--- src/rtl/qdec_pkg.sv ---
// Shared definitions for the quadrature-decoder signal chain: default
// position width, velocity-meter state encoding and a signed saturation
// helper that other motor-control blocks can reuse.
package qdec_pkg;

  localparam int DEFAULT_POS_WIDTH = 32;

  typedef enum logic [1:0] {
    ST_IDLE  = 2'd0,
    ST_PRIME = 2'd1,
    ST_RUN   = 2'd2
  } state_t;

  // Result of a saturation: clamped value (sign-extended to 64 bits) plus
  // a flag telling whether clamping happened.
  typedef struct packed {
    logic               sat;
    logic signed [63:0] value;
  } sat_result_t;

  // Clamp a signed 64-bit value into the signed range of 'width' bits
  // (1 <= width <= 64). The result stays sign-extended to 64 bits so the
  // caller can take the low 'width' bits.
  function automatic sat_result_t saturate_signed(input logic signed [63:0] value,
                                                  input int unsigned        width);
    sat_result_t        res;
    logic signed [63:0] max_val;
    logic signed [63:0] min_val;
    max_val   = (64'sd1 <<< (width - 1)) - 64'sd1;
    min_val   = -(64'sd1 <<< (width - 1));
    res.sat   = 1'b0;
    res.value = value;
    if (value > max_val) begin
      res.sat   = 1'b1;
      res.value = max_val;
    end else if (value < min_val) begin
      res.sat   = 1'b1;
      res.value = min_val;
    end
    return res;
  endfunction

endpackage

--- src/rtl/qdec_velocity_meter_tick_gen.sv ---
// Sample-period counter: counts 0..PERIOD_CYCLES-1 while enabled and
// flags the last cycle of each period with 'tick'. Held at 0 when disabled.
module sample_tick_gen #(
  parameter  int PERIOD_CYCLES = 50000,
  localparam int CNT_WIDTH     = $clog2(PERIOD_CYCLES)
) (
  input  logic clk,
  input  logic rst,
  input  logic en,
  output logic tick
);

  localparam logic [CNT_WIDTH-1:0] LAST = CNT_WIDTH'(PERIOD_CYCLES - 1);

  logic [CNT_WIDTH-1:0] count;

  assign tick = en && (count == LAST);

  // Period counter: clears when disabled, wraps after the tick cycle.
  // NOTE: registers use non-blocking (<=) so every flop samples pre-edge values.
  always_ff @(posedge clk or posedge rst) begin
    if (rst) begin
      count <= '0;
    end else if (!en || tick) begin
      count <= '0;
    end else begin
      count <= count + CNT_WIDTH'(1);
    end
  end

endmodule

--- src/rtl/qdec_velocity_meter.sv ---
// Velocity meter: samples the decoder position once per period, outputs the
// wrap-safe per-period delta saturated to VEL_WIDTH on a valid/ready port,
// and records a sticky overrun when an unread sample is overwritten.
module qdec_velocity_meter
  import qdec_pkg::*;
#(
  parameter int POS_WIDTH     = DEFAULT_POS_WIDTH,
  parameter int VEL_WIDTH     = 16,
  parameter int PERIOD_CYCLES = 50000
) (
  input  logic                 clk,
  input  logic                 rst,
  input  logic                 en,
  input  logic [POS_WIDTH-1:0] position,
  output logic [VEL_WIDTH-1:0] vel,
  output logic                 vel_valid,
  input  logic                 vel_ready,
  output logic                 vel_sat,
  output logic                 overrun,
  input  logic                 clr_overrun
);

  state_t state;
  state_t state_next;

  logic run_en;
  logic tick;
  logic prime_tick;
  logic sample_tick;
  logic xfer;

  logic        [POS_WIDTH-1:0] prev_pos;
  logic signed [POS_WIDTH-1:0] delta;
  logic signed [63:0]          delta_wide;
  sat_result_t                 sat_res;
  logic        [VEL_WIDTH-1:0] vel_next;

  // Counter runs only while measuring; dropping en clears it immediately.
  assign run_en = en && (state != ST_IDLE);

  sample_tick_gen #(
    .PERIOD_CYCLES(PERIOD_CYCLES)
  ) u_tick_gen (
    .clk (clk),
    .rst (rst),
    .en  (run_en),
    .tick(tick)
  );

  // State register.
  always_ff @(posedge clk or posedge rst) begin
    if (rst) begin
      state <= ST_IDLE;
    end else begin
      state <= state_next;
    end
  end

  // Next-state logic: PRIME spends one period capturing a reference position.
  // NOTE: every combinational output gets a default first so no latch is inferred.
  always_comb begin
    state_next = state;
    case (state)
      ST_IDLE:  if (en) state_next = ST_PRIME;
      ST_PRIME: if (!en) state_next = ST_IDLE; else if (tick) state_next = ST_RUN;
      ST_RUN:   if (!en) state_next = ST_IDLE;
      default:  state_next = ST_IDLE;
    endcase
  end

  // FSM outputs: which kind of tick this is.
  always_comb begin
    prime_tick  = 1'b0;
    sample_tick = 1'b0;
    case (state)
      ST_PRIME: prime_tick  = tick;
      ST_RUN:   sample_tick = tick;
      default: ;
    endcase
  end

  // Modulo subtraction reinterpreted as signed handles decoder wrap-around.
  assign delta      = position - prev_pos;
  assign delta_wide = 64'(delta);
  assign sat_res    = saturate_signed(delta_wide, VEL_WIDTH);
  assign vel_next   = sat_res.value[VEL_WIDTH-1:0];

  assign xfer = vel_valid && vel_ready;

  // Reference position: refreshed on every tick, in PRIME and RUN alike.
  always_ff @(posedge clk or posedge rst) begin
    if (rst) begin
      prev_pos <= '0;
    end else if (prime_tick || sample_tick) begin
      prev_pos <= position;
    end
  end

  // Output sample: loads on a RUN tick, otherwise held stable.
  always_ff @(posedge clk or posedge rst) begin
    if (rst) begin
      vel     <= '0;
      vel_sat <= 1'b0;
    end else if (sample_tick) begin
      vel     <= vel_next;
      vel_sat <= sat_res.sat;
    end
  end

  // Valid flag: a new sample wins over a same-cycle transfer.
  always_ff @(posedge clk or posedge rst) begin
    if (rst) begin
      vel_valid <= 1'b0;
    end else if (sample_tick) begin
      vel_valid <= 1'b1;
    end else if (xfer) begin
      vel_valid <= 1'b0;
    end
  end

  // Sticky overrun: set on overwrite of an unread sample, set beats clear.
  always_ff @(posedge clk or posedge rst) begin
    if (rst) begin
      overrun <= 1'b0;
    end else if (sample_tick && vel_valid && !vel_ready) begin
      overrun <= 1'b1;
    end else if (clr_overrun) begin
      overrun <= 1'b0;
    end
  end

  // The clamped value must be exactly representable in VEL_WIDTH bits.
  assert property (@(posedge clk) disable iff (rst)
                   sat_res.value == 64'(signed'(vel_next)));

endmodule
--- config.mk ---
export PLATFORM = sky130hd
export DESIGN_NAME = qdec_velocity_meter
export DESIGN_NICKNAME = d
export VERILOG_FILES = /design/src/rtl/qdec_pkg.sv /design/src/rtl/qdec_velocity_meter_tick_gen.sv /design/src/rtl/qdec_velocity_meter.sv
export SDC_FILE = /design/constraint.sdc
export NUM_CORES = 1
export LEC_CHECK = 0
export ABC_AREA = 1
export BUFFER_PORTS_ARGS = -buffer_cell sky130_fd_sc_hd__buf_2
export CORE_MARGIN = 3
export CORE_UTILIZATION = 55
export DETAILED_ROUTE_END_ITERATION = 8
export PLACE_DENSITY = 0.75
export SYNTH_ARGS = -nofsm -noshare
export SYNTH_HDL_FRONTEND = slang
export SYNTH_SLANG_ARGS = --single-unit
--- constraint.sdc ---
create_clock -name clk -period 5.1 [get_ports clk]
set_input_delay 0.765 -clock clk [delete_from_list [all_inputs] [get_ports clk]]
set_output_delay 0.765 -clock clk [all_outputs]
set_load 0.005 [all_outputs]
==> results by group <==
Outcome
  • Result of the run: completed

STA
  • Final min period: 3290 ps
  • Max-slew violation total from the final report: 0
  • Unrepaired setup endpoints after global routing: no
  • Achievable frequency: 304 MHz
  • Post-Route Setup TNS: 0 ps
  • Part of the cycle the worst path needs: 64.6%
  • Worst slew margin: between 40% and 50%
  • Final setup margin: 1810 ps
  • Final setup violating endpoints: 0
  • Worst hold slack: 443 ps
  • Clk_skew: around 7.9 ps
  • Total count of hold-check failures in the final report: 0
  • Slew at the pin with the worst max-slew slack: ~850 ps

Routing
  • Iteration-0 DRC count of the detailed router: between 200 and 250
  • Total length of routed met2 wires: between 6000 and 7000 um
  • Remaining design rule violation count: 0
  • Number of vias per cell after detailed routing: roughly 5.1
  • Topmost layer with routed signal wires: met4
  • Wire length the detailed router placed on met1: roughly 6500 um
  • Via count: between 5000 and 6000
  • Iteration count of the initial detailed-routing pass: 5
  • Remaining antenna violation count: 0
  • Total Routed Length: roughly 14000 um
  • Detailed route wirelength on metal3: between 700 and 800 um
  • Routed WL per cell: around 14 um

Layout
  • Net count of the finished layout: around 970
  • Synth-to-layout area growth: 10.7%
  • Ratio of cells with drive above 1 in the final layout: between 10% and 20%
  • Diode insertion count for antenna repair: 0
  • Layout fillers: 942

Pwr
  • Clock group share of total power: a little under two fifths
  • Sequential power share: ~42%
  • Leakage component of the power: roughly 0.0035 uW
  • Total internal power: between 800 and 900 uW
  • Combinational cell fraction of total power: approximately a fifth
  • Total design power: roughly 1300 uW
  • Power dissipated by switching net loads: between 400 and 500 uW
  • Total power density per cell area: roughly 210 mW/mm^2
  • Proportion of total power due to net switching: ~33%
  • Maximum vdd ir drop: 0.000113 V

Floorplan
  • Floorplan die width: 108 um
  • Number of placement rows: 36
  • Core footprint: about 0.0099 sq mm
  • IO Pins: 56
  • Height of the chip: between 100 and 150 um
  • Area of the die: around 0.012 sq mm
  • Starting density of the core: 57.5%

Setup path
  • Arrival @ worst endpoint: 3520 ps
  • Reg2reg start: prev_pos[17]$_DFFE_PP0P_
  • Critical-path cell list: buf_2, ha_1, a21oi_1, nand2_1, o21bai_1, inv_1, nand2_1, nand2_1, nand2_1, nor2_1, nand3_1, nor2_1, nand3_1, a21oi_4, a21oi_1
  • Count of buffering cells on the critical path with inverters included: 2
  • Worst setup path startpoint: position[17]
  • Register-to-register setup slack: ~1900 ps
  • Crit path max-delay cell type: sky130_fd_sc_hd__a21oi_4
  • Worst path required time: approximately 5300 ps
  • Critical Path End Type: flop
  • Dominant cell type by count on the critical path: sky130_fd_sc_hd__nand2_1
  • Worst Setup Start Kind: primary input
  • Critical Path Fanout Max: 17
  • Largest stage delay on the critical path: 510 ps
  • Category of the most critical setup path: primary input to flop
  • Kind of cell adding the most delay to the critical path: compound AO/OA/AOI/OAI gates

CTS
  • Buffers from clock root to sink, at most: 2
  • Root Buffer Master: sky130_fd_sc_hd__clkbuf_8
  • Number of clock sinks: between 60 and 70
  • CTS tree: built
  • Number of buffers inserted for hold repair after clock tree synthesis: 0
  • Clock slew seen by the registers of the worst setup and hold paths: around 90 ps
  • Number of buffers added for setup after CTS: 0
  • Gates resized, CTS repair: 0
  • Worst-skew pair later-pin latency: between 300 and 400 ps
  • Cts bufs inserted: 9
  • H-tree level count: 3

Yosys
  • Register area share after synthesis: a little under a third
  • Fraction of post-synthesis cell area in the top cell type by area: a little under a third
  • Avg Cell Area, Syn: a little under 7 sq um
  • Syn Std Cell Area: 0.00570 sq mm
  • Number of register bits inferred by synthesis: about 70
  • Syn nets: approximately 900
  • Top post-synthesis cells by area: sky130_fd_sc_hd__dfrtp_1 30%, sky130_fd_sc_hd__nand2_1 16%, sky130_fd_sc_hd__inv_1 12%
  • Count of different cell masters after synthesis: 41
  • Number of instances in the synthesized netlist: 840
  • Synth area leader: sky130_fd_sc_hd__dfrtp_1
  • Synthesis warning total: 0

Global routing
  • Number of antenna violations at the first check in global routing: 0
  • Grt total ovfl: 0
  • Vias in the first global route: 5110
  • Global-route wire length before repair: 23700 um
  • Global routing usage summed across all routing layers: 25.7%
  • Maximum number of pins on one net before global-route repair: 46

Place
  • Sum of net half-perimeters after detailed placement: 11400 um
  • Placer congestion estimate: 0.995
  • Number of input and output port buffers inserted: 55
  • Placement-stage worst setup slack: about 1500 ps

Hold path
  • Path class of the lowest-slack min-delay path: flop to flop
  • Hold wc startpoint: state[1]$_DFFE_PP0P_

Flow run
  • Max-cap violation count: 0
## layer usage
layer | global-route usage [%] | vias to the layer above
met4 | 8.75 | 0
met3 | 4.68 | 24
li1 | - | 2724
met5 | 0 | -
met1 | 34.2 | 2447
met2 | 42.0 | 139
## path summary, 6_finish.rpt
check,cells past startpoint,end
hold reg to reg,1,state[0]$_DFFE_PP0P_
max in group asynchronous,3,prev_pos[29]$_DFFE_PP0P_
setup / recovery,15,vel[5]$_DFFE_PP0P_
min in group asynchronous,2,prev_pos[28]$_DFFE_PP0P_
setup reg to reg,15,vel[5]$_DFFE_PP0P_
hold / removal,1,state[0]$_DFFE_PP0P_
## cell type report
cell class | instances | area [sq um] | share of cell area (%)
Sequential cell | 69 | 1730 | 27.4
Clock inverter | 7 | 88.8 | 1.41
Inverter | 185 | 694 | 11.0
Multi-Input combinational cell | 579 | 3220 | 51.0
Timing Repair Buffer | 57 | 290 | 4.60
Clock buffer | 9 | 124 | 1.96
Tap cell | 133 | 166 | 2.64
## cell usage in the layout, fill, tap and decap left out, drive strengths merged, types with 9 or more instances in the layout
cell type  count
dfrtp         69
nor2          67
nand3         45
nand4         13
buf           57
ha            32
nor3          13
nand2        270
mux2          30
a21oi         55
inv          190
clkbuf         9
xor2          13
o21ai         18
## stage by stage
stage	utilization (%)	instances	instance area, sq um
global route	63.7	1039	6310
floorplan	-	840	5700
detailed placement	61.6	1023	6100
finish	63.7	1039	6310
global placement	61.6	1023	6100
CTS	63.7	1039	6310
## state kept, by name (all words and copies together), names as in the netlist
signal            count
state                 2
vel_sat               1
vel_valid             1
vel                  16
prev_pos             32
overrun               1
u_tick_gen.count     16
## Yosys cell counts (all sizes together)
cell	instances
nand2	270
inv	185
dfrtp	69
nor2	67
a21oi	55
nand3	45
ha	32
mux2	30
o21ai	18
nand4	13
nor3	13
xor2	13
clkbuf	5
nor4	4
xnor2	3
and2	2
buf	2
o21a	2
o21bai	2
a211oi	1
a21boi	1
a31oi	1
and3	1
fa	1
nand3b	1
o211ai	1
o31ai	1
o32ai	1
or2	1
## logic make-up after synthesis
logic type,after synthesis,synth area share [%]
and+or+nand+nor,417,31.8
buffers and inverters,192,13.2
AOI/OAI and AO/OA,83,8.78
DFF,69,30.3
adders and majority gates,33,7.37
muxes,30,5.92
xor gates and xnor gates,16,2.59
## worst reg2reg max path, stage by stage, from the launching register on
cell                       delay, ps
sky130_fd_sc_hd__dfrtp_1         350
sky130_fd_sc_hd__inv_1            40
sky130_fd_sc_hd__ha_1            350
sky130_fd_sc_hd__a21oi_1         440
sky130_fd_sc_hd__nand2_1         150
sky130_fd_sc_hd__o21bai_1        240
sky130_fd_sc_hd__inv_1           100
sky130_fd_sc_hd__nand2_1          60
sky130_fd_sc_hd__nand2_1          80
sky130_fd_sc_hd__nand2_1          60
sky130_fd_sc_hd__nor2_1          160
sky130_fd_sc_hd__nand3_1          90
sky130_fd_sc_hd__nor2_1          130
sky130_fd_sc_hd__nand3_1         130
sky130_fd_sc_hd__a21oi_4         510
sky130_fd_sc_hd__a21oi_1         140
## power groups by stage
stage | Sequential [uW] | Clock, uW | Combinational, uW
floorplan | 559 | 0 | 182
global placement | 559 | 0 | 244
detailed placement | 560 | 0 | 248
CTS | 549 | 510 | 249
global route | 549 | 533 | 284
finish | 549 | 498 | 250
(Power assumes the default switching activity.)
